## config.mk

```make
export PLATFORM = sky130hd
export DESIGN_NAME = mem_access
export DESIGN_NICKNAME = d
export VERILOG_FILES = /design/src/rtl/mem_access.sv
export SDC_FILE = /design/constraint.sdc
export NUM_CORES = 1
export LEC_CHECK = 0
export ABC_AREA = 1
export BUFFER_PORTS_ARGS = -buffer_cell sky130_fd_sc_hd__buf_2
export CAP_MARGIN = 15
export CORE_AREA = 2 2 142 144
export DETAILED_ROUTE_END_ITERATION = 6
export DIE_AREA = 0 0 144 146
export GPL_TIMING_DRIVEN = 0
export PLACE_DENSITY = 0.57
export SYNTH_ARGS = -nofsm -noshare
export SYNTH_HDL_FRONTEND = slang
export SYNTH_SLANG_ARGS = --single-unit
```

## constraint.sdc

```tcl
create_clock -name clk -period 1.7 [get_ports clk]
set_input_delay 0.34 -clock clk [delete_from_list [all_inputs] [get_ports clk]]
set_output_delay 0.34 -clock clk [all_outputs]
set_load 0.01 [all_outputs]
```

## src/rtl/mem_access.sv

```systemverilog
// Memory-access pipeline stage: turns EX-stage loads/stores into DCache requests,
// aligns returned load data and registers the stage result for writeback.
module mem_access (
    input  logic        clk,
    input  logic        rst,

    input  logic        flush,
    input  logic        advance,
    output logic        advance_ready,

    input  logic        in_valid,
    input  logic [31:0] in_pc,
    input  logic        in_excp,
    input  logic        in_load,
    input  logic        in_store,
    input  logic        in_b,
    input  logic        in_h,
    input  logic        in_unsigned,
    input  logic [31:0] in_addr,
    input  logic [31:0] in_sdata,
    input  logic        in_wreg,
    input  logic [4:0]  in_waddr,
    input  logic [31:0] in_alu_wdata,

    output logic        dc_req_valid,
    input  logic        dc_req_ready,
    output logic        dc_req_we,
    output logic [31:0] dc_req_addr,
    output logic [3:0]  dc_req_wstrb,
    output logic [31:0] dc_req_wdata,
    input  logic        dc_resp_valid,
    input  logic [31:0] dc_resp_rdata,

    output logic        out_valid,
    output logic [31:0] out_pc,
    output logic        out_wreg,
    output logic [4:0]  out_waddr,
    output logic [31:0] out_wdata,
    output logic        out_excp,

    output logic        fwd_wreg,
    output logic        fwd_data_valid,
    output logic [4:0]  fwd_waddr,
    output logic [31:0] fwd_wdata
);

    // state | meaning
    // IDLE  | nothing outstanding; request driven straight from the EX inputs
    // REQ   | request presented but not yet accepted; fields held by the stall
    // WAIT  | load accepted, waiting for the response
    // DONE  | access finished; result held until the pipeline advances
    // DRAIN | flushed load still owes a response, which is discarded
    typedef enum logic [2:0] {IDLE, REQ, WAIT, DONE, DRAIN} state_t;

    state_t      state;
    logic [31:0] data_reg;
    logic        mem_op;
    logic [7:0]  byte_lane;
    logic [15:0] half_lane;
    logic [31:0] load_data;
    logic [3:0]  store_strb;
    logic [31:0] store_data;
    logic [31:0] result;

    assign mem_op = in_valid & (in_load | in_store) & ~in_excp;

    always_comb begin
        byte_lane = dc_resp_rdata[7:0];
        case (in_addr[1:0])
            2'd0: byte_lane = dc_resp_rdata[7:0];
            2'd1: byte_lane = dc_resp_rdata[15:8];
            2'd2: byte_lane = dc_resp_rdata[23:16];
            2'd3: byte_lane = dc_resp_rdata[31:24];
            default: byte_lane = dc_resp_rdata[7:0];
        endcase
        half_lane = in_addr[1] ? dc_resp_rdata[31:16] : dc_resp_rdata[15:0];
        if (in_b)
            load_data = {{24{byte_lane[7] & ~in_unsigned}}, byte_lane};
        else if (in_h)
            load_data = {{16{half_lane[15] & ~in_unsigned}}, half_lane};
        else
            load_data = dc_resp_rdata;
    end

    always_comb begin
        if (in_b) begin
            store_strb = 4'b0001 << in_addr[1:0];
            store_data = {4{in_sdata[7:0]}};
        end else if (in_h) begin
            store_strb = in_addr[1] ? 4'b1100 : 4'b0011;
            store_data = {2{in_sdata[15:0]}};
        end else begin
            store_strb = 4'b1111;
            store_data = in_sdata;
        end
    end

    assign dc_req_we    = in_store;
    assign dc_req_addr  = in_addr;
    assign dc_req_wstrb = in_store ? store_strb : 4'b0000;
    assign dc_req_wdata = store_data;

    // Flush and reset both suppress the request in the cycle they are seen.
    always_comb begin
        dc_req_valid = 1'b0;
        case (state)
            IDLE:    dc_req_valid = mem_op & ~flush & ~rst;
            REQ:     dc_req_valid = ~flush & ~rst;
            default: dc_req_valid = 1'b0;
        endcase
    end

    assign advance_ready = (state == DRAIN) ? ~mem_op : (~mem_op | (state == DONE));

    always_ff @(posedge clk) begin
        if (rst) begin
            state    <= IDLE;
            data_reg <= '0;
        end else begin
            case (state)
                IDLE: begin
                    if (!flush && mem_op) begin
                        if (dc_req_ready)
                            state <= in_load ? WAIT : DONE;
                        else
                            state <= REQ;
                    end
                end
                REQ: begin
                    if (flush)
                        state <= IDLE;
                    else if (dc_req_ready)
                        state <= in_load ? WAIT : DONE;
                end
                WAIT: begin
                    // A response landing with the flush retires the access; nothing left to drain.
                    if (flush)
                        state <= dc_resp_valid ? IDLE : DRAIN;
                    else if (dc_resp_valid) begin
                        data_reg <= load_data;
                        state    <= DONE;
                    end
                end
                DONE: begin
                    if (flush || advance)
                        state <= IDLE;
                end
                DRAIN: begin
                    if (dc_resp_valid)
                        state <= IDLE;
                end
                default: state <= IDLE;
            endcase
        end
    end

    assign result = in_load ? data_reg : in_alu_wdata;

    assign fwd_wreg       = in_valid & in_wreg;
    assign fwd_waddr      = in_waddr;
    assign fwd_wdata      = result;
    assign fwd_data_valid = ~in_load | (state == DONE);

    always_ff @(posedge clk) begin
        if (rst || flush) begin
            out_valid <= 1'b0;
            out_pc    <= '0;
            out_wreg  <= 1'b0;
            out_waddr <= '0;
            out_wdata <= '0;
            out_excp  <= 1'b0;
        end else if (advance) begin
            out_valid <= in_valid;
            out_pc    <= in_pc;
            out_wreg  <= in_wreg;
            out_waddr <= in_waddr;
            out_wdata <= result;
            out_excp  <= in_excp;
        end
    end

endmodule
```

# Word level (Yosys, flattened, before mapping)
# Index checks and enable logic that the tools add are counted.
[totals] regBits=107 out_inout_bits=182
[op_classes] eq_ne=12 n_shift=1 muxes=24 bitwise=17 reduce_logical=8
[ops] op="two-way mux 32 bit" n=5
[ops] op="case mux 8 bit (4 select lines)" n=1
[ops] op="two-way mux 3 bit" n=8
[ops] op="two-way mux 16 bit" n=1
[ops] op="two-way mux 4 bit" n=4
[ops] op="case mux 3 bit (5 select lines)" n=1
[ops] op="AND 1 bit" n=8
[ops] op="== test 3 x 2 -> 1 bit, second input constant" n=2
[ops] op="inequality test 3 bit, second input constant" n=2
[ops] op="inverter 1 bit" n=6
[ops] op="AND reduction 5 bit" n=1
[ops] op="== test 2 bit, second input constant" n=2
[ops] op="inequality test 2 bit, second input constant" n=2
[ops] op="left shift 1 x 2 -> 4 bit, first input constant" n=1
[ops] op="== test 3 x 1 -> 1 bit, second input constant" n=1
[ops] op="== test 3 bit, second input constant" n=1
[ops] op="zero test 3 bit" n=1
[ops] op="OR 1 bit" n=3
[ops] op="AND reduction 3 bit" n=1
[ops] op="== test 2 x 1 -> 1 bit, second input constant" n=1
[ops] op="zero test 2 bit" n=1
[ops] op="logical OR 1 bit" n=2
[ops] op="two-way mux 1 bit" n=2
[ops] op="two-way mux 2 bit" n=1
[ops] op="other kinds (4)" n=4

# Logic depth before layout (Yosys ltp)
# Gate-level depths: netlist of run 1.
[depth] ltp_word=6 ltp_mapped=10 depth_no_buf=8

# Least setup slack after synthesis of run 1
# Ideal clock, no wire load.
[synth_path] path_type="input -> output" startpoint="in in_load" endpoint="out dc_req_valid" arrival_ns=1.163 path_slack_ns=0.197 path_stages=5 path_buffers=1 path_cell_list="buf_2 clkinv_1 nand2_1 nand4_1 a211oi_1"
[synth_between] elab_chain_cells=6
[synth_rtl] item="from (decl)" line_no="14" text="input logic in_load,"
[synth_rtl] item="OR 1 bit" line_no="65" text="assign mem_op = in_valid & (in_load | in_store) & ~in_excp;"
[synth_rtl] item="AND 1 bit (2 in series)" line_no="65"
[synth_rtl] item="AND 1 bit (2 in series)" line_no="107" text="IDLE: dc_req_valid = mem_op & ~flush & ~rst;"
[synth_rtl] item="case mux 1 bit (2 select lines)" line_no="106" text="case (state)"
[synth_rtl] item="to (decl)" line_no="25" text="output logic dc_req_valid,"
# No other way between the ends.

# Final worst setup path of run 1
[layout_path] startpoint="reg state[0]" endpoint="out dc_req_valid"
[layout_between] elab_chain_cells=2
[layout_rtl] item="from (decl)" line_no="55" text="state_t state;"
[layout_rtl] item="from (signal assigned)" line_no="124" text="state <= in_load ? WAIT : DONE;"
[layout_rtl] item="from (signal assigned)" line_no="133" text="state <= in_load ? WAIT : DONE;"
[layout_rtl] item="from (signal assigned)" line_no="138" text="state <= dc_resp_valid ? IDLE : DRAIN;"
[layout_rtl] item="== test 3 x 1 -> 1 bit / zero test 3 bit (equally long branches)" line_no="106"
[layout_rtl] item="case mux 1 bit (2 select lines) (*)" line_no="106"
# Every way passes the cells marked *; elsewhere a longest branch is shown, timed or not.

==> results of run 1 <==
-- cell usage in the layout (no fill, tap or decap), types with 5 or more instances in the layout --
| cell type | count |
|---|---|
| o211ai_1 | 7 |
| o21ai_0 | 110 |
| nor2_4 | 5 |
| o21ai_1 | 5 |
| nor2_1 | 117 |
| buf_6 | 7 |
| clkbuf_2 | 9 |
| buf_4 | 65 |
| nor2_2 | 5 |
| clkbuf_1 | 19 |
| nand3_1 | 13 |
| nand2_2 | 6 |
| dfxtp_1 | 104 |
| inv_1 | 74 |
| a21oi_1 | 81 |
| buf_2 | 336 |
| nand2_1 | 274 |
| a21oi_2 | 11 |
| clkbuf_16 | 9 |
| buf_1 | 6 |
-- area by class of cell --
class	instances	area (µm²)
clock inverter	6	73.82
sequential	107	2151
tap	265	331.6
inverter	82	325.3
fill	2177	10970
multi-input combinational	644	2872
clock buffer	9	225.2
antenna	1	2.502
timing repair buffer	344	1760
buffer	98	626.9
-- routing by layer --
layer,routed length [µm],track usage (%),vias up
li1,-,-,3612
met1,9582,25.39,3052
met2,11760,39.02,303
met3,2033,5.726,24
met4,361,5.637,2
met5,12,0,-
-- per-stage QoR --
stage | power (mW) | std cells | cell area [µm²]
floorplan | 3.631 | 935 | 5886
global placement | 4.323 | 1529 | 7864
detailed placement | 4.319 | 1529 | 7864
CTS | 6.525 | 1545 | 8222
global route | 6.854 | 1555 | 8366
finish | 6.523 | 1556 | 8368
-- cell families (layout without fill, tap and decap cells) --
kind of cell | after synthesis | count (layout) | synth area share (%)
AOI/OAI and AO/OA | 217 | 217 | 19.49
buffers and inverters | 184 | 539 | 15.60
other | 0 | 1 | 0
and+or+nand+nor | 427 | 427 | 28.51
DFF | 107 | 107 | 36.39
-- critical path, cell delays in order (launching register included) --
cell and delay (ns):
dfxtp_4 0.37, inv_1 0.05, nor2_2 0.12, nand2_2 0.08, a211oi_2 0.19, buf_2 0.18
-- worst paths after layout --
kind / from / end / slack (ns) / cells after the start
min reg2reg: out_pc[21] / out_pc[21] / 0.46 / 2
max: state[0] / dc_req_valid / 0.02 / 5
min: rst / state[1] / 0.22 / 2
max reg2reg: state[0] / data_reg[6] / 0.05 / 8
-- power breakdown --
part           total (mW)  switching, mW  leakage, nW  internal (mW)
clock                2.15          0.993        0.140           1.15
combinational        1.66          0.967         3.65          0.691
sequential           2.72         0.0818        0.872           2.64
-- timing repair --
item / CTS / global route
resized for setup: 22 / 33
pin swaps: 1 / 11
setup buffers: 3 / 11
endpoints found under the setup margin: 59 / 53
gates cloned: 0 / 1
==> flow_summary.ini, run 1 <==
[die]
num_io_pins = 361
die_w_um = 144
die_area_um2 = 21020
die_y_um = 146
core-area_um2 = 19330
start_util_pct = 30.44
rows = 51

[timing]
setup_tns_ns = 0
slew_violations = 0
min_period_over_period_pct = 99.06
timing.fmax_ghz = 0.5938
postLayoutSetupSlackWorst_ns = 0.01597
final_hold_viol_count = 0
finClkSkew_ns = 0.009534
slew-limit-headroom_pct = 64.13
finalSetupViolCount = 0
rsz0062_at_grt = true
worstMarginPinSlew_ns = 0.5380
fin_crit_ns = 1.684
hold-worst-slack_ns = 0.2156

[setup_path]
start_kind = register
critical_path_class = reg2out
crit_required_ns = 1.36
worstPathArrival_ns = 1.34
worst_setup_path_end_kind = output pin
crit_fanout = 3

[yosys]
ys_warn_count = 0
ys_seq_area_share_pct = 36.39
syn_inst = 935
dominantRegCellSynth = dfxtp_1
synth-async-reset-ratio_pct = 0
synth-edff-count = 0
ys_ff_latch = 107
synth_area_um2 = 5886
syn-mean-instance-area_um2 = 6.295
synthTopCellsByArea = dfxtp_1 (36%), nand2_1 (18%), o21ai_0 (9.5%)
syn_nets = 1114
synth.top_cells.by_count = nand2_1 (276), nor2_1 (123), o21ai_0 (112)
yosysMostFrequentCell = nand2_1
yosysTopAreaCellShare_pct = 36.39
yosysTopAreaCell = dfxtp_1
synth.distinct_cells = 26

[clock_tree]
cts.sinks = 107
cts_buffers = 9
hold_buffers = 0
htree_levels = 3
cts_root_buf = clkbuf_16
cts.path.max_buffers = 2
cts.clk_slew.worst_paths_ns = 0.07
clkLatencyLatePin_ns = 0.35
cts_tree = yes

[layout]
utilization_pct = 43.28
drive_above_1_share_pct = 36.51
nets = 1465
area_growth_pct = 42.18

[global_route]
grt_pass1_wl_um = 35250
grt_antenna_before_repair = 2
grt_pass1_vias = 6480
grt_start_max_net_pins = 19
track_usage_pct = 21.74
globalRouteOverflowTotal = 0

[detailed_routing]
ant_nets = 0
vias = 6993
drt-pass1-iter-count = 4
route.detailed.drc = 0
drtIter0Drc = 309
wirelength_um = 23750
routedWlPerCell_um = 15.26
vias_per_cell = 4.494

[placement]
dp_hpwl_um = 19500
gp_congestion = 0.9809
io_buffers = 329
place_ws_ns = -0.2954

[power_and_ir_drop]
p_per_area_nw_per_um2 = 779.5
p_leak_nw = 4.657
vdd_ir_drop_max_mv = 0.5000

[job]
cap_viol_max_count = 0

[run_status]
status = complete, no violations

[worst_hold_path]
hp-class = in2reg
Note: power is estimated with default switching activity, not from simulation.
==> inputs of run 2 (changes only) <==
==> constraint.sdc (replaced) <==
create_clock -name clk -period 1.7 [get_ports clk]
set_input_delay 0.34 -clock clk [delete_from_list [all_inputs] [get_ports clk]]
set_output_delay 0.34 -clock clk [all_outputs]
set_load 0.02 [all_outputs]
==> run 2 against run 1 <==
  * First-iteration DRC count grew 33%
  * Clock skew fell by 0.00082 ns
  * Via count grew 2.1%
  * Fmax increased by 1.3%
  * Clock-buffer cell count increased by 2
  * Sequential share of layout area increased by 0.081 points
  * Worst hold slack better by 0.0042 ns
  * Critical path depth unchanged
  * Global-route usage is 0.45 points lower
  * Sequential power about the same
  * Setup slack improved by 0.022 ns
  * Non-clock buffer count down 9
  * Critical endpoint unchanged
==> flow_summary.ini, run 2 (same netlist as run 1, synthesis figures left out) <==
[setup_path]
critical_path_class = reg2out
worstPathArrival_ns = 1.32
crit_required_ns = 1.36
worst_setup_path_end_kind = output pin
crit_fanout = 6
start_kind = register

[layout]
final_cell_mix = buf_2 (315), nand2_1 (275), nor2_1 (120), o21ai_0 (107), dfxtp_1 (104)
finalInstanceArea_um2 = 8342
layout.cells.non_filler = 1548
drive_above_1_share_pct = 35.73
utilization_pct = 43.14
layout_commonest_cell = buf_2
nets = 1456
area_growth_pct = 41.73

[die]
die_y_um = 146
core-area_um2 = 19330
die_area_um2 = 21020
num_io_pins = 361
start_util_pct = 30.44
die_w_um = 144
rows = 51

[detailed_routing]
wirelength_um = 23630
ant_nets = 0
route.detailed.drc = 0
drt-pass1-iter-count = 5
routedWlPerCell_um = 15.27
vias_per_cell = 4.612
vias = 7139
drtIter0Drc = 410

[power_and_ir_drop]
p_leak_nw = 4.631
vdd_ir_drop_max_mv = 0.3730
power.total_mw = 6.682
p_per_area_nw_per_um2 = 801.0

[global_route]
grt_antenna_before_repair = 2
grt_start_max_net_pins = 19
track_usage_pct = 21.30
globalRouteOverflowTotal = 0
grt_pass1_wl_um = 34820
grt_pass1_vias = 6486

[run_status]
status = complete, no violations

[timing]
slew-limit-headroom_pct = 63.15
finalSetupViolCount = 0
worstMarginPinSlew_ns = 0.5527
hold-worst-slack_ns = 0.2198
min_period_over_period_pct = 97.77
postLayoutSetupSlackWorst_ns = 0.03796
rsz0062_at_grt = true
setup_tns_ns = 0
fin_crit_ns = 1.662
timing.fmax_ghz = 0.6017
final_hold_viol_count = 0
finClkSkew_ns = 0.008718
slew_violations = 0

[clock_tree]
cts_buffers = 9
htree_levels = 3
cts.clk_slew.worst_paths_ns = 0.07
cts.sinks = 107
cts_root_buf = clkbuf_16
cts_tree = yes
clkLatencyLatePin_ns = 0.35
cts.path.max_buffers = 2

[job]
cap_viol_max_count = 0

[placement]
place_ws_ns = -0.3416
gp_congestion = 0.9643
dp_hpwl_um = 19370
placed_cell_area_um2 = 7869
dp_cells = 1529
io_buffers = 329

[worst_hold_path]
hp-class = in2reg
-- run 2: path summary, 6_finish.rpt --
kind | startpoint | depth (start not counted) | to | slack [ns]
setup / recovery | state[0] | 5 | dc_req_valid | 0.04
hold / removal | rst | 2 | state[1] | 0.22
setup reg to reg | state[0] | 7 | data_reg[2] | 0.13
hold reg to reg | out_pc[13] | 2 | out_pc[13] | 0.46
-- run 2: critical path, stage by stage, from the launching register on --
cell and delay (ns):
dfxtp_4 0.39, inv_2 0.05, nor2_4 0.10, nand2_2 0.07, a211oi_2 0.18, buf_4 0.18
-- run 2: area by class of cell --
| cell class | count | area, µm² |
|---|---|---|
| Tap cell | 265 | 331.6 |
| Sequential cell | 107 | 2151 |
| Timing Repair Buffer | 335 | 1739 |
| Clock buffer | 11 | 242.7 |
| Multi-Input combinational cell | 644 | 2859 |
| Inverter | 82 | 324.1 |
| Clock inverter | 5 | 60.06 |
| Buffer | 98 | 631.9 |
| Fill cell | 2172 | 10990 |
| Antenna cell | 1 | 2.502 |
-- run 2: metal layers --
layer	GRT usage (%)	vias up	wire, µm
li1	-	3592	-
met1	25.52	3165	9635
met2	36.98	342	11400
met3	4.179	38	1902
met4	8.627	2	689
met5	0	-	11
-- run 2: timing repair --
item	CTS	global route
endpoints found under the setup margin	61	54
gates resized for setup	37	39
pin swaps	3	0
cloned	0	0
hold buffers	0	0
buffers inserted	1	5
-- run 2: report_power, final --
group	leakage (nW)	total, mW	internal, mW	switching [mW]
combinational	3.61	1.80	0.683	1.12
sequential	0.872	2.73	2.64	0.0950
clock	0.146	2.15	1.19	0.956
total	4.63	6.68	4.51	2.17
